$ cat src/rtl/shift_unit_iter_pkg.sv
// ---------------------------------------------------------------------------
// shift_unit_iter_pkg
// Shared definitions for the iterative shift unit: the two-bit operation
// encodings seen on op_i and the three-state controller enum.
// Optional feature macro: SHIFT_UNIT_ITER_ROTATE_EN (enables OP_ROR as a
// right rotate; without it OP_ROR is treated as a left shift).
// ---------------------------------------------------------------------------
package shift_unit_iter_pkg;

  localparam logic [1:0] OP_SLL = 2'b00;
  localparam logic [1:0] OP_SRL = 2'b01;
  localparam logic [1:0] OP_SRA = 2'b10;
  localparam logic [1:0] OP_ROR = 2'b11;

  typedef enum logic [1:0] {
    ST_IDLE  = 2'b00,
    ST_SHIFT = 2'b01,
    ST_DONE  = 2'b10
  } state_e;

endpackage

$ cat src/rtl/shift_step.sv
// ---------------------------------------------------------------------------
// shift_step
// Purely combinational single step of the iterative shifter: moves data_i
// by amt_i (0..STEP) bits in the direction selected by op_i.
// Optional feature macro: SHIFT_UNIT_ITER_ROTATE_EN (adds the rotate path).
// Ports:
//   data_i  WIDTH bits   value to shift
//   op_i    2 bits       operation (OP_SLL/OP_SRL/OP_SRA/OP_ROR)
//   amt_i   AW bits      bits to move this step, never above STEP
//   fill_i  1 bit        sign bit used to fill the MSBs for SRA
//   data_o  WIDTH bits   shifted value
// ---------------------------------------------------------------------------
module shift_step
  import shift_unit_iter_pkg::*;
#(
  parameter int WIDTH = 32,
  parameter int STEP  = 4,
  parameter int AW    = $clog2(STEP + 1)
) (
  input  logic [WIDTH-1:0] data_i,
  input  logic [1:0]       op_i,
  input  logic [AW-1:0]    amt_i,
  input  logic             fill_i,
  output logic [WIDTH-1:0] data_o
);

  logic [WIDTH-1:0] signMask;

  // The top amt_i bits are set in signMask; OR-ing the fill bit into them
  // turns a logical right shift into an arithmetic one.
  always_comb begin
    signMask = ~({WIDTH{1'b1}} >> amt_i);
    case (op_i)
      OP_SRL:  data_o = data_i >> amt_i;
      OP_SRA:  data_o = (data_i >> amt_i) | (signMask & {WIDTH{fill_i}});
`ifdef SHIFT_UNIT_ITER_ROTATE_EN
      // With amt_i = 0 the left shift by WIDTH yields zero, so the value
      // passes through unchanged.
      OP_ROR:  data_o = (data_i >> amt_i) | (data_i << (WIDTH - int'(amt_i)));
`endif
      default: data_o = data_i << amt_i;
    endcase
  end

endmodule

$ cat src/rtl/shift_unit_iter.sv
// ---------------------------------------------------------------------------
// shift_unit_iter
// Iterative shifter: a request is captured on start_i, then the operand is
// shifted by at most STEP bits per cycle until the requested amount has been
// consumed. The final value is presented on data_o together with a one-cycle
// done_o pulse. Intermediate values never reach data_o.
// Optional feature macro: SHIFT_UNIT_ITER_ROTATE_EN (op 11 = rotate right;
// otherwise op 11 behaves as SLL).
// Ports:
//   clk_i    1 bit        clock, rising edge
//   rst_i    1 bit        synchronous active-high reset
//   start_i  1 bit        new request, sampled in IDLE or DONE only
//   op_i     2 bits       00 SLL, 01 SRL, 10 SRA, 11 ROR/SLL
//   shamt_i  SW bits      shift amount, unsigned
//   data_i   WIDTH bits   operand
//   busy_o   1 bit        high while shifting
//   done_o   1 bit        one-cycle result-valid pulse
//   data_o   WIDTH bits   registered result
// ---------------------------------------------------------------------------
module shift_unit_iter
  import shift_unit_iter_pkg::*;
#(
  parameter int WIDTH = 32,
  parameter int STEP  = 4
) (
  input  logic                     clk_i,
  input  logic                     rst_i,
  input  logic                     start_i,
  input  logic [1:0]               op_i,
  input  logic [$clog2(WIDTH)-1:0] shamt_i,
  input  logic [WIDTH-1:0]         data_i,
  output logic                     busy_o,
  output logic                     done_o,
  output logic [WIDTH-1:0]         data_o
);

  localparam int SW = $clog2(WIDTH);
  localparam int AW = $clog2(STEP + 1);

  state_e           state_q;
  logic [WIDTH-1:0] acc_q;
  logic [SW-1:0]    rem_q;
  logic [1:0]       op_q;
  logic             fill_q;
  logic [WIDTH-1:0] data_q;
  logic             busy_q;
  logic             done_q;

  logic [AW-1:0]    stepAmt;
  logic [WIDTH-1:0] acc_d;
  logic [SW-1:0]    rem_d;

  // Bits consumed this cycle: a full STEP while enough remain, otherwise
  // whatever is left so the last step lands exactly on the requested amount.
  always_comb begin
    if (rem_q >= SW'(STEP)) begin
      stepAmt = AW'(STEP);
    end else begin
      stepAmt = AW'(rem_q);
    end
    rem_d = rem_q - SW'(stepAmt);
  end

  shift_step #(
    .WIDTH (WIDTH),
    .STEP  (STEP),
    .AW    (AW)
  ) u_shift_step (
    .data_i (acc_q),
    .op_i   (op_q),
    .amt_i  (stepAmt),
    .fill_i (fill_q),
    .data_o (acc_d)
  );

  // Controller and datapath registers. busy/done are registered alongside the
  // state so they decode it exactly without glitches. The SRA fill bit is
  // frozen at capture time so later steps never depend on the moving acc.
  always_ff @(posedge clk_i) begin
    if (rst_i) begin
      state_q <= ST_IDLE;
      acc_q   <= '0;
      rem_q   <= '0;
      op_q    <= OP_SLL;
      fill_q  <= 1'b0;
      data_q  <= '0;
      busy_q  <= 1'b0;
      done_q  <= 1'b0;
    end else begin
      case (state_q)
        ST_SHIFT: begin
          acc_q <= acc_d;
          rem_q <= rem_d;
          if (rem_d == '0) begin
            state_q <= ST_DONE;
            data_q  <= acc_d;
            busy_q  <= 1'b0;
            done_q  <= 1'b1;
          end
        end
        default: begin
          if (start_i) begin
            acc_q  <= data_i;
            rem_q  <= shamt_i;
            op_q   <= op_i;
            fill_q <= data_i[WIDTH-1];
            if (shamt_i == '0) begin
              state_q <= ST_DONE;
              data_q  <= data_i;
              busy_q  <= 1'b0;
              done_q  <= 1'b1;
            end else begin
              state_q <= ST_SHIFT;
              busy_q  <= 1'b1;
              done_q  <= 1'b0;
            end
          end else begin
            state_q <= ST_IDLE;
            busy_q  <= 1'b0;
            done_q  <= 1'b0;
          end
        end
      endcase
    end
  end

  assign busy_o = busy_q;
  assign done_o = done_q;
  assign data_o = data_q;

endmodule

$ cat config.mk
export PLATFORM = sky130hd
export DESIGN_NAME = shift_unit_iter
export DESIGN_NICKNAME = d
export VERILOG_FILES = /design/src/rtl/shift_unit_iter_pkg.sv /design/src/rtl/shift_step.sv /design/src/rtl/shift_unit_iter.sv
export SDC_FILE = /design/constraint.sdc
export NUM_CORES = 1
export LEC_CHECK = 0
export ABC_AREA = 1
export CORE_ASPECT_RATIO = 0.6
export CORE_MARGIN = 2
export CORE_UTILIZATION = 60
export CTS_CLUSTER_SIZE = 30
export DETAILED_ROUTE_END_ITERATION = 10
export PLACE_DENSITY = 0.82
export SYNTH_ARGS = -nofsm -noshare
export SYNTH_HDL_FRONTEND = slang
export SYNTH_SLANG_ARGS = --single-unit
$ cat constraint.sdc
create_clock -name clk_i -period 3.4 [get_ports clk_i]
set_clock_uncertainty 0.05 [all_clocks]
set_input_delay 0.68 -clock clk_i [delete_from_list [all_inputs] [get_ports clk_i]]
set_output_delay 0.68 -clock clk_i [all_outputs]
set_load 0.01 [all_outputs]
== After elaboration in Yosys (flattened, before gate mapping) ==
Index checks and enable logic that the tools add are counted.

* Register bits: 76
* Input port bits: 42
* Output and inout bits: 34
* Word-level logic and storage cells: 49

* Add/subtract/negate cells: 1
* Order comparisons: 1
* Equal/unequal tests: 4
* Shift operators: 3
* Muxes and demuxes: 22
* Bitwise operators: 4
* Reductions and logical operators: 6

{| class="wikitable"
|+ Operators by type and width
! cell !! number
|-
| $mux W32 || 6
|-
| $pmux W32 S2 || 1
|-
| $and A32 B32 Y32 || 1
|-
| $not A32 Y32 || 1
|-
| $or A32 B32 Y32 || 1
|-
| $shl A32 B3 Y32 || 1
|-
| $shr A32 B3 Y32 || 1
|-
| $shr A32 B3 Y32 const A || 1
|-
| $logic_not A5 Y1 || 2
|-
| $mux W5 || 2
|-
| $mux W1 || 8
|-
| $mux W2 || 4
|-
| $ge A5 B3 Y1 const B || 1
|-
| $sub A5 B3 Y5 || 1
|-
| $eq A2 B1 Y1 const B || 2
|-
| $reduce_bool A2 Y1 || 2
|-
| $mux W3 || 1
|-
| $reduce_and A3 Y1 || 1
|-
| $eq A2 B2 Y1 const B || 1
|-
| $ne A2 B2 Y1 const B || 1
|-
| $reduce_and A2 Y1 || 1
|-
| $not A1 Y1 || 1
|}

== Depth between registers and ports, before layout ==
* Word-level depth: 9
* Depth in mapped cells: 15
* Depth with buffers taken out: 15

== By module ==
Synthesis repeated with hierarchy kept, for this count alone.

* Cell total of the unflattened synthesis: 985
* Area, all modules: 5775.5 um^2

{| class="wikitable"
|+ Modules (own cells, without submodules)
! module !! times used !! cells an instance !! area each (um^2) !! sequential area each (um^2)
|-
| shift_unit_iter || 1 || 470 || 3457.1 || 1481.4
|-
| shift_step || 1 || 515 || 2318.5 || 0.0
|}

== Worst setup path after synthesis ==
No wires, ideal clock.

* Path kind: register to register
* Start point: register rem_q[3]
* End point: register data_q[14] (netlist: data_o[14])
* Setup time: 114 ps
* Data arrival time: 1752 ps
* Required time: 3236 ps
* Slack: 1484 ps
* Cell stages (with the launch flop): 12
* Path buffers: 1
* Clock period less this slack: 1916 ps
* Cell sequence: dfxtp_1 > nor2_4 > nand2_2 > nand2_2 > ha_1 > inv_1 > nand3_1 > o21ai_1 > nand3_2 > buf_2 > a21oi_1 > nor2_1

* Longest elaborated chain between the ends: 9
* Elaborated cells on any way between the ends: 15
* Classes of those cells: 1 x add/sub; 1 x order compare; 1 x eq/ne; 3 x shift; 4 x mux; 3 x bitwise; 2 x reduce/logical

{| class="wikitable"
|+ Ends and longest elaborated chain
! element !! RTL line !! source
|-
| from (decl) || shift_unit_iter.sv:42 || <nowiki>logic [SW-1:0] rem_q;</nowiki>
|-
| from (signal assigned) || shift_unit_iter.sv:93 || <nowiki>rem_q <= rem_d;</nowiki>
|-
| from (signal assigned) || shift_unit_iter.sv:104 || <nowiki>rem_q <= shamt_i;</nowiki>
|-
| $ge A5 B3 Y1 || shift_unit_iter.sv:56 || <nowiki>if (rem_q >= SW'(STEP)) begin</nowiki>
|-
| $mux W3 || shift_unit_iter.sv:56 ||
|-
| $shr A32 B3 Y32 || shift_step.sv:32 || <nowiki>signMask = ~({WIDTH{1'b1}} >> amt_i);</nowiki>
|-
| $not A32 Y32 || shift_step.sv:32 ||
|-
| $and A32 B32 Y32 || shift_step.sv:35 || <nowiki>OP_SRA: data_o = (data_i >> amt_i) | (signMask & {WIDTH{fill_i}});</nowiki>
|-
| $or A32 B32 Y32 || shift_step.sv:35 ||
|-
| $pmux W32 S2 || shift_step.sv:33 || <nowiki>case (op_i)</nowiki>
|-
| $mux W32 || shift_unit_iter.sv:94 || <nowiki>if (rem_d == '0) begin</nowiki>
|-
| $mux W32 || shift_unit_iter.sv:90 || <nowiki>case (state_q)</nowiki>
|-
| to (signal assigned) || shift_unit_iter.sv:109 || <nowiki>data_q <= data_i;</nowiki>
|-
| to (decl) || shift_unit_iter.sv:45 || <nowiki>logic [WIDTH-1:0] data_q;</nowiki>
|}

Several ways; a longest one is shown, not always the timed one. The select of a mux whose other input is x is not followed.
A chain may end at the register's enable or synchronous reset.

== Worst setup path after layout ==
* Start point: register rem_q[4]
* End point: register data_q[11] (netlist: data_o[11])

The elaborated chain is that of the path after synthesis.

==> results.txt <==
----------------------------------------------------
[Placed design]
  DP HPWL ... 13.7 mm
  Number of placed cells counting well taps ... 1196
  Global placement routability congestion ... 1.02
  Placed inst area ... 6670 µm²
  Count of port buffers added during placement ... 75

[Critical path]
  Reg-to-reg setup timing slack ... 0.98 ns
  Crit. End Element ... flip-flop
  Launching element type of the critical path ... flip-flop
  Worst Path Arrival ... 2.61 ns
  Largest fanout on the critical path ... 29
  Critical Path End ... data_o[11]
  Required time at the worst-slack endpoint ... 3.58 ns
  Highest cell delay on the worst timing path ... 0.42 ns
  Category of the critical setup timing path ... reg2reg
  Series of cell instances along the critical path ... nor2_4, buf_4, nand3_1, buf_4, buf_4, nand3_1, nand3_1, nand2_1, nor2_1, nand2_1, a21oi_1, nor2_1
  Worst flop-to-flop path startpoint ... rem_q[4]
  Setup crit start ... rem_q[4]
  CP max stage cell ... sky130_fd_sc_hd__dfxtp_1
  Destination of the worst register-to-register timing path ... data_o[11]
  Number of cell instances on the worst register-to-register path ... 12

[STA]
  Number of failing setup endpoints in the final timing report ... 0
  Final period util ... 71.3%
  Setup TNS Final ... 0 ns
  Final number of max-transition violations ... 0
  Final critical path time including I/O delays and setup ... 2.42 ns
  Hold Worst Slack ... 0.462 ns
  Max Clk Rate ... 0.413 GHz
  Unrepaired setup endpoints after global routing ... no
  Slew Limit Headroom ... 62.7%
  Slew at the pin with the worst max-slew slack ... 0.559 ns
  Final-report hold violation count ... 0

[Clock tree]
  H-tree lvl count ... 3
  Clock buffer depth ... 2
  Clock slew at the register clock pins of the worst setup and hold paths ... 0.06 ns
  Clock tree sinks ... 74
  Root buffer cell ... sky130_fd_sc_hd__clkbuf_16
  Post-CTS setup repair buffer count ... 0
  Number of clock buffers inserted by TritonCTS ... 9
  Clock tree from TritonCTS ... yes
  Skew-Pair Late Insertion Delay ... 0.34 ns
  Cells resized by post-CTS repair ... 0
  Hold-fix buffer count after cts ... 0

[Global routing]
  Largest net degree at the start of global routing ... 51
  Overall global routing resource usage ... 36.9%
  Total overflow reported by the global router ... 0
  Number of antenna violations at the first check in global routing ... 0
  Wire length of the first global-routing pass ... 30.4 mm
  Vias in the first global route ... 6187

[Finish]
  Layout Cell Area excl Fill ... 6970 µm²
  Proportion of layout cells with a drive suffix above 1 ... 7.58%
  Total inserted antenna cells ... 0
  Layout area overhead ... 19.9%
  Post-route non-filler standard cell count ... 1212
  Layout filler cell count ... 845
  Final layout net count ... 1122

[Synthesis]
  Synthesized area per cell ... 5.64 µm²
  Post-Synthesis Cell Area ... 5810 µm²
  Number of distinct library cell variants in the gate-level netlist after synthesis ... 29
  Synthesized netlist net count ... 1076
  #FFs+latches synth ... 74
  Number of warnings printed during yosys synthesis ... 0
  Number of instances in the synthesized netlist ... 1031
  Register area share after synthesis ... 25.5%

[Routing]
  Vias ... 7298
  Total detailed-routing wirelength ... 19.5 mm
  Drt drc ... 1
  ANT nets after route ... 0
  Number of optimization iterations in the first detailed-route pass ... 10
  Routed wirelength normalized by instance count ... 16.1 µm
  Via-per-instance ratio ... 6.02
  Iter 0 DRT Violations ... 1284

[Die]
  Initial core utilization ... 62.6%
  Number of rows in the core area ... 27
  Die W ... 131 µm
  Standard cell core area ... 9290 µm²
  Floorplan die area ... 10500 µm²
  I/O pin count ... 76
  Die outline height ... 80.2 µm

[Pwr]
  PD cells ... 521 nW/µm²
  Peak VDD IR ... 298 µV
  Reported leakage power ... 3.27 nW

[Run status]
  Status ... finished with violations
  Failing checks ... DRC

[Run]
  Max-cap viol count ... 0

[Hold path]
  Class of the worst hold path ... reg2reg
  Hold-critical path depth ... 2

----------------------------------------------------
==> stage by stage <==
step | utilization [%] | setup slack, ns | total power, mW
6_report | 75.0 | 0.976 | 3.63
3_5_place_dp | 71.8 | 0.884 | 2.60
2_1_floorplan | - | 1.48 | 2.10
3_3_place_gp | 71.8 | 0.899 | 2.59
4_1_cts | 75.0 | 1.09 | 3.57
5_1_grt | 75.0 | 0.834 | 3.81
==> sequential cells by signal, indices dropped and copies added (netlist names) <==
signal	cells
acc_q	32
data_o	32
rem_q	5
op_q	2
state_q	2
fill_q	1
==> power by group <==
group,switching (mW),internal (mW),total [mW]
clock,0.378,0.589,0.967
combinational,1.03,0.562,1.59
sequential,0.0853,0.985,1.07
total,1.49,2.14,3.63
==> area by class of cell <==
type                       count  area, µm²  area share, %
multi-input combinational    791       3690           52.9
tap                          130        163           2.33
timing repair buffer         102        966           13.9
clock buffer                  12        246           3.54
clock inverter                 4       51.3          0.736
sequential                    74       1480           21.3
inverter                      99        372           5.33
==> logic make-up (layout without fill, tap and decap cells) <==
| logic type | after synthesis | in the layout | share of synthesized area [%] |
|---|---|---|---|
| AND/OR/NAND/NOR | 635 | 635 | 48.9 |
| buffers and inverters | 166 | 217 | 11.2 |
| flip-flops | 74 | 74 | 25.5 |
| other | 1 | 1 | 0.0645 |
| AO/OA/AOI/OAI | 152 | 152 | 13.7 |
| adder cells (fa/ha/maj) | 3 | 3 | 0.646 |
==> layout by cell type, fill, tap and decap left out, drive strengths merged <==
master         synthesis  final
nand3                191    191
a221oi                 1      1
o21bai                 3      3
a2bb2oi                1      1
clkinvlp               0      1
or2                   30     30
buf                   31     27
o22ai                  1      1
a31oi                  3      3
o221a                  1      1
nand4                 42     42
nand2                276    276
a22oi                  1      1
conb                   1      1
clkdlybuf4s50          0     75
o211ai                 3      3
bufinv                 0      1
inv                   99     98
nor2                  92     92
a21oi                 84     84
ha                     3      3
clkbuf                36     12
nand3b                 4      4
dfxtp                 74     74
o21ai                 54     54
clkinv                 0      3
==> worst max-delay path: cells and delay by family (launching register included) <==
kind	cells	cell delay (ns)
AOI/OAI and AO/OA	1	0.16
buffers and inverters	3	0.85
DFF	1	0.42
and+or+nand+nor	8	0.81
==> worst min path at each step <==
stage	start	to	slack [ns]
global placement	op_q[0]	op_q[0]	0.42
detailed placement	op_q[0]	op_q[0]	0.43
CTS	op_q[1]	op_q[1]	0.46
finish	op_q[1]	op_q[1]	0.46
global route	op_q[0]	op_q[0]	0.48
floorplan	op_q[1]	op_q[1]	0.40
==> metal layers <==
metal  vias to the layer above  GRT usage [%]  share of wire, %
met3                        63           14.3                16
li1                       3491              -                 -
met1                      3183           52.7                43
met4                         0           8.30               2.3
met2                       561           52.0                39
met5                         -              0                 0
==> synthesized netlist by cell type <==
master / number / share of area (%)
sky130_fd_sc_hd__nand2_1: 274 / 18
sky130_fd_sc_hd__nand3_1: 190 / 16
sky130_fd_sc_hd__inv_1: 97 / 6.3
sky130_fd_sc_hd__nor2_1: 88 / 5.7
sky130_fd_sc_hd__a21oi_1: 84 / 7.2
sky130_fd_sc_hd__dfxtp_1: 74 / 25
sky130_fd_sc_hd__o21ai_0: 48 / 4.1
sky130_fd_sc_hd__nand4_1: 42 / 4.5
sky130_fd_sc_hd__clkbuf_1: 36 / 2.3
sky130_fd_sc_hd__or2_2: 30 / 3.2
sky130_fd_sc_hd__buf_2: 21 / 1.8
sky130_fd_sc_hd__buf_1: 10 / 0.65
sky130_fd_sc_hd__o21ai_1: 6 / 0.52
sky130_fd_sc_hd__nand3b_1: 4 / 0.52
sky130_fd_sc_hd__a31oi_1: 3 / 0.32
sky130_fd_sc_hd__ha_1: 3 / 0.65
sky130_fd_sc_hd__nor2_2: 3 / 0.32
sky130_fd_sc_hd__o211ai_1: 3 / 0.39
sky130_fd_sc_hd__o21bai_1: 3 / 0.39
sky130_fd_sc_hd__inv_2: 2 / 0.13
sky130_fd_sc_hd__nand2_2: 2 / 0.22
sky130_fd_sc_hd__a221oi_1: 1 / 0.15
sky130_fd_sc_hd__a22oi_1: 1 / 0.13
sky130_fd_sc_hd__a2bb2oi_1: 1 / 0.15
sky130_fd_sc_hd__conb_1: 1 / 0.065
sky130_fd_sc_hd__nand3_2: 1 / 0.17
sky130_fd_sc_hd__nor2_4: 1 / 0.19
sky130_fd_sc_hd__o221a_2: 1 / 0.19
sky130_fd_sc_hd__o22ai_1: 1 / 0.11
Note: power is estimated with default switching activity, not from simulation.
